### config.mk
export PLATFORM = sky130hd
export DESIGN_NAME = opb_register_ppc2simulink
export DESIGN_NICKNAME = d
export VERILOG_FILES = /design/src/rtl/opb_register_ppc2simulink_pkg.sv /design/src/rtl/opb_register_ppc2simulink.sv
export SDC_FILE = /design/constraint.sdc
export NUM_CORES = 1
export LEC_CHECK = 0
export ABC_AREA = 1
export BUFFER_PORTS_ARGS = -buffer_cell sky130_fd_sc_hd__buf_2
export CAP_MARGIN = 20
export CORE_ASPECT_RATIO = 1.25
export CORE_MARGIN = 2
export CORE_UTILIZATION = 42
export DETAILED_ROUTE_END_ITERATION = 10
export PLACE_DENSITY_LB_ADDON = 0.12
export SLEW_MARGIN = 20
export SYNTH_ARGS = -nofsm -noshare
export SYNTH_HDL_FRONTEND = slang
export SYNTH_SLANG_ARGS = --single-unit
### constraint.sdc
create_clock -name OPB_Clk -period 2.42 [get_ports OPB_Clk]
set_input_delay 0.121 -clock OPB_Clk [delete_from_list [all_inputs] [get_ports OPB_Clk]]
set_output_delay 0.121 -clock OPB_Clk [all_outputs]
set_load 0.01 [all_outputs]
### src/rtl/opb_register_ppc2simulink_pkg.sv
// Shared types and helpers for the PPC-to-Simulink OPB register:
// transfer states, register word offsets and OPB<->user bit reordering.
package opb_register_ppc2simulink_pkg;

  typedef enum logic [1:0] {
    IDLE = 2'd0,
    ACK  = 2'd1,
    GAP  = 2'd2
  } state_t;

  localparam logic REG_DATA   = 1'b0;
  localparam logic REG_WCOUNT = 1'b1;

  // OPB numbers bit 0 as the MSB; user logic numbers bit 31 as the MSB.
  function automatic logic [31:0] opb_to_user(input logic [0:31] opb);
    logic [31:0] u;
    for (int i = 0; i < 32; i++) u[31-i] = opb[i];
    return u;
  endfunction

  function automatic logic [0:31] user_to_opb(input logic [31:0] u);
    logic [0:31] opb;
    for (int i = 0; i < 32; i++) opb[i] = u[31-i];
    return opb;
  endfunction

endpackage

### src/rtl/opb_register_ppc2simulink.sv
// OPB slave holding a 32-bit value written by the PowerPC and presented to
// fabric logic with a one-cycle update strobe, plus a read-only write counter.
module opb_register_ppc2simulink
  import opb_register_ppc2simulink_pkg::*;
#(
  parameter logic [31:0] C_BASEADDR   = 32'h00000000,
  parameter logic [31:0] C_HIGHADDR   = 32'h000000FF,
  parameter int          C_OPB_AWIDTH = 32,
  parameter int          C_OPB_DWIDTH = 32,
  parameter string       C_FAMILY     = "virtex5",
  parameter logic [31:0] C_INIT_VALUE = 32'h00000000
) (
  input  logic        OPB_Clk,
  input  logic        OPB_Rst,
  input  logic [0:31] OPB_ABus,
  input  logic [0:3]  OPB_BE,
  input  logic [0:31] OPB_DBus,
  input  logic        OPB_RNW,
  input  logic        OPB_select,
  input  logic        OPB_seqAddr,
  output logic [0:31] Sl_DBus,
  output logic        Sl_xferAck,
  output logic        Sl_errAck,
  output logic        Sl_retry,
  output logic        Sl_toutSup,
  output logic [31:0] user_data_out,
  output logic        user_data_strobe
);

  state_t      state;
  state_t      next_state;
  logic        word_q;
  logic        rnw_q;
  logic [3:0]  be_q;
  logic [31:0] wdata_q;
  logic [31:0] data_reg;
  logic [15:0] wcount;
  logic        hit;
  logic        start;
  logic        commit;
  logic [0:31] rd_opb;
  logic        unused_inputs;

  assign unused_inputs = OPB_seqAddr;

  assign hit    = OPB_select && (OPB_ABus >= C_BASEADDR) && (OPB_ABus <= C_HIGHADDR);
  assign start  = (state == IDLE) && hit;
  assign commit = (state == ACK) && !rnw_q && (word_q == REG_DATA) && (be_q != 4'b0000);

  // Read data is captured as the transfer starts, so it reflects pre-write state.
  assign rd_opb = user_to_opb((OPB_ABus[29] == REG_WCOUNT) ? {16'h0000, wcount} : data_reg);

  always_comb begin
    next_state = state;
    case (state)
      IDLE:    if (hit) next_state = ACK;
      ACK:     next_state = GAP;
      GAP:     next_state = IDLE;
      default: next_state = IDLE;
    endcase
  end

  always_ff @(posedge OPB_Clk) begin
    if (OPB_Rst) begin
      state            <= IDLE;
      Sl_xferAck       <= 1'b0;
      Sl_DBus          <= '0;
      data_reg         <= C_INIT_VALUE;
      user_data_strobe <= 1'b0;
      wcount           <= 16'h0000;
      word_q           <= 1'b0;
      rnw_q            <= 1'b0;
      be_q             <= 4'b0000;
      wdata_q          <= 32'h0;
    end else begin
      state            <= next_state;
      Sl_xferAck       <= start;
      Sl_DBus          <= (start && OPB_RNW) ? rd_opb : '0;
      user_data_strobe <= commit;
      if (start) begin
        word_q  <= OPB_ABus[29];
        rnw_q   <= OPB_RNW;
        be_q    <= {OPB_BE[0], OPB_BE[1], OPB_BE[2], OPB_BE[3]};
        wdata_q <= opb_to_user(OPB_DBus);
      end
      // be_q[3] corresponds to OPB_BE[0], i.e. the user MSB byte.
      if (commit) begin
        for (int b = 0; b < 4; b++) begin
          if (be_q[b]) data_reg[8*b +: 8] <= wdata_q[8*b +: 8];
        end
        wcount <= wcount + 16'h0001;
      end
    end
  end

  assign user_data_out = data_reg;
  assign Sl_errAck     = 1'b0;
  assign Sl_retry      = 1'b0;
  assign Sl_toutSup    = 1'b0;

endmodule

* Word-level counts from Yosys, hierarchy flattened
Index checks and enable logic that the tools add are counted.
Widths: inputs -> output; s select.
** Word-level totals
- Bits in registers :: 122
- Output and inout port bits :: 69
- Word-level logic and storage cells :: 40
** Cells by class
- Add/sub/neg operators :: 1
- $lt $le $gt $ge :: 2
- Eq/ne operators :: 2
- Multiplexer cells :: 3
- Bitwise gates (word level) :: 2
- Reduce and logical (&&, ||, !) cells :: 16
** Operators with widths (count)
- $ge 32x1->1 const B :: 1
- $le 32x8->1 const B :: 1
- $add 16x1->16 const B :: 1
- $mux 16 :: 1
- $reduce_and 2->1 :: 4
- $logic_and 1x1->1 :: 7
- $pmux 2 s2 :: 1
- $reduce_bool 4->1 :: 1
- $reduce_or 3->1 :: 1
- $eq 2x1->1 const B :: 1
- $logic_not 2->1 :: 1
- $mux 2 :: 1
- $ne 2x2->1 const B :: 1
- $not 1->1 :: 2
- $reduce_or 2->1 :: 1
- $logic_not 1->1 :: 1

* Logic depth before layout (Yosys ltp)
- Depth in word-level cells :: 7
- Gate-level depth with buffers :: 10

* Worst setup path before layout
Ideal clock, no wire load.
- Kind :: reg2reg
- Start :: register wcount[0]
- End :: register wcount[10]
- Library setup time :: 116 ps
- Arrival time :: 1302 ps
- Path slack :: 1003 ps
- Cell stages (with the launch flop) :: 9
- Path buffers :: 0
- Period minus slack after synthesis :: 1417 ps
- Path through :: dfxtp_1 -> ha_1 -> nand3_1 -> nor2_1 -> inv_1 -> nor2_2 -> nand3_1 -> o21ai_0 -> nor2_1
** Between the ends
- Word-level cells in the longest chain between the ends :: 1
** Ends and longest elaborated chain
- from (decl) :: RTL line opb_register_ppc2simulink.sv:37 : logic [15:0] wcount;
- from (signal assigned) :: RTL line opb_register_ppc2simulink.sv:91 : wcount <= wcount + 16'h0001;
- $add 16x1->16 :: RTL line opb_register_ppc2simulink.sv:91
No other way between the ends.
A chain may end at the register's enable or synchronous reset.

* Final worst setup path
- Start :: register state[1]
- End :: register data_reg[4] (netlist: user_data_out[4])
** Between the ends
- Word-level cells in the longest chain between the ends :: 5
** Ends and longest elaborated chain
- from (decl) :: RTL line opb_register_ppc2simulink.sv:30 : state_t state;
- from (signal assigned) :: RTL line opb_register_ppc2simulink.sv:76 : state <= next_state;
- $eq 2x1->1 :: RTL line opb_register_ppc2simulink.sv:48 : assign commit = (state == ACK) && !rnw_q && (word_q == REG_DATA) && (be_q != 4'b0000);
- $logic_and 1x1->1 (3 in series) :: RTL line opb_register_ppc2simulink.sv:48
- $reduce_and 2->1 (no line)
- to (signal, indexed assignment) :: RTL line opb_register_ppc2simulink.sv:89 : if (be_q[b]) data_reg[8*b +: 8] <= wdata_q[8*b +: 8];
- to (decl) :: RTL line opb_register_ppc2simulink.sv:36 : logic [31:0] data_reg;
No other way between the ends.

==> out/summary.txt <==
First-pass GRT wire length = 18600 um
Router iterations before antenna repair = 4
Static leakage = 2.79 nW
DRC Markers = 0
Root buf cell = clkbuf_16
H-tree levels = 4
WP data required = 2.69 ns
Drt initial violations = 157
Post-CTS Hold Buffers = 36
Min Tclk post-route = 1.85 ns
Synth Instances = 586
CTS tree = yes
Vias in the first global route = 4024
Final ANT Viol Nets = 0
Final setup TNS = 0 ns
Peak VDD IR = 0.389 mV
CP startpoint kind = flop
Clock latency at the later pin of the worst-skew pair = 0.40 ns
Final wirelength = 11400 um
Final Setup Violations = 0
Post-CTS Setup Inserts = 0
Dpl hpwl = 7780 um
Avg Cell Area, Syn = 7.80 um^2
Number of cell rows = 42
Setup Skew = 0.00925 ns
Seq/Total Area, Yosys = 53.4%
Overall Global Routing Usage = 19.7%
N_diodes = 0
HP Class = input port to flop
Pwr dens = 722 nW/um^2
Cell taking the most area after synthesis = dfxtp_1
I/O pin total = 142
Mapped Area = 4570 um^2
Final hold slack = 0.143 ns
Maxcap violations = 0
Final-stage net count = 825
Dominant cells by area after synthesis = dfxtp_1 53%, nand2_1 11%, nor2_1 6.9%
Yosys warns = 0
Synthesis-to-finish area growth = 35.2%
Post-synth top area share = 53.4%
Arr. time, crit path = 2.13 ns
Vias = 4231
Critical path endpoint category = flop
Via density per instance = 4.74
CTS resizes = 0
Die Width = 97.3 um
Clock transition at path regs = 0.05 ns
Inserted Clock Buffers = 17
IO buf count = 130
Share of layout cells above drive strength 1 = 22.9%
Largest net degree at the start of global routing = 39
RePlAce Congestion = 0.840
Outcome = completed
Full die area = 11700 um^2
Drt wl/cell = 12.7 um
Final core occ = 58.2%
Final Hold Fails = 0
FMAX = 540 MHz
RSZ-0062 raised after global routing = false
Yosys reg bits = 122
Initial Utilization = 43.1%
GRT overflow = 0
Critical path peak fanout = 18
Number of clock sinks = 122
Setup CP Type = flop to flop
Worst-Margin Slew = 0.564 ns
CTS Buffer Depth = 2
Crit share post-route = 76.6%
Die Ht = 121 um
Fin. max-slew vios = 0
Rel. slew slack = 62.4%
Synth unique cells = 30
Core area = 10600 um^2
Initial antenna violation count = 0
[critical path, stage by stage (launching register included)]
cell and delay (ns):
dfxtp_1 0.30, inv_1 0.05, nand2_1 0.05, nor2_1 0.13, nand2_2 0.22, inv_2 0.36
nand2_1 0.32, o21ai_0 0.24, a21oi_1 0.06
[flip-flops by register name (all words and copies together), names as in the netlist]
name	count
rnw_q	1
Sl_xferAck	1
be_q	4
wdata_q	32
Sl_DBus	32
wcount	16
user_data_out	32
user_data_strobe	1
word_q	1
state	2
[power by group]
part           leakage, nW  total (mW)  internal [mW]  switching [mW]
registers            0.982        2.01           2.01    0.0000000131
logic                 1.55       0.163         0.0901          0.0728
clock network        0.265        2.28           1.49           0.793
[layer usage]
metal	up-vias	GRT usage, %	wire length [um]
met4	0	7.55	157
met5	-	0	0
li1	2207	-	-
met3	15	5.20	546
met1	1904	23.2	5100
met2	105	34.5	5560
[Yosys cell counts, drive strengths merged]
cell type,number
mux2i,11
nand3,60
o31ai,1
nor2,85
o21bai,1
o21ai,26
nor3b,1
nand2,145
inv,40
xor2,1
a211oi,1
clkbuf,10
a21oi,47
nor3,5
a31oi,1
ha,1
nand3b,1
nand4,5
conb,1
buf,21
dfxtp,122
[placed cells by master (no fill, tap or decap), types with 5 or more instances in the layout]
| cell | Yosys | routed |
|---|---|---|
| mux2i_1 | 11 | 11 |
| nand3_1 | 60 | 60 |
| clkbuf_16 | 0 | 17 |
| nand2_2 | 5 | 5 |
| buf_4 | 6 | 9 |
| nand2_1 | 140 | 140 |
| nor2_1 | 84 | 84 |
| dfxtp_1 | 122 | 122 |
| a21oi_1 | 47 | 47 |
| buf_2 | 8 | 130 |
| dlygate4sd3_1 | 0 | 36 |
| o21ai_0 | 24 | 24 |
| inv_1 | 39 | 38 |
[cell type report]
type	instances	area [um^2]
clock inverters	3	40.0
multi-input cells	395	1810
well taps	132	165
inverters	40	150
fillers	1025	4430
repair buffers	175	1080
flip-flops and latches	122	2440
clock buffers	25	495
[metrics by stage]
step                setup slack [ns]  power (mW)  cell area [um^2]  std cells
floorplan                       1.00        2.10              4580        588
global placement               0.574        2.17              5290        828
detailed placement             0.545        2.17              5290        828
CTS                            0.530        4.51              6180        892
global route                   0.301        4.62              6180        892
finish                         0.567        4.46              6180        892
[final timing paths]
kind                             startpoint                       endpoint  slack, ns  depth (start not counted)
max                   state[1]$_SDFFE_PP0P_  user_data_out[4]$_SDFFE_PP0P_       0.57                          8
min reg2reg  user_data_out[27]$_SDFFE_PP0P_          Sl_DBus[4]$_SDFF_PP0_       0.45                          2
max reg2reg           state[1]$_SDFFE_PP0P_  user_data_out[4]$_SDFFE_PP0P_       0.57                          8
min                            OPB_ABus[15]          Sl_xferAck$_SDFF_PP0_       0.14                          4
[kinds of logic after synthesis]
| kind of cell | count (synthesis) | synth area share, % |
|---|---|---|
| other cells | 1 | 0.0820 |
| buf+inv | 71 | 7.20 |
| mux | 11 | 2.41 |
| compound gates | 77 | 8.62 |
| flops | 122 | 53.4 |
| xor+xnor | 1 | 0.192 |
| fa+ha+maj | 1 | 0.274 |
| simple gates | 302 | 27.8 |
(Power assumes the default switching activity.)
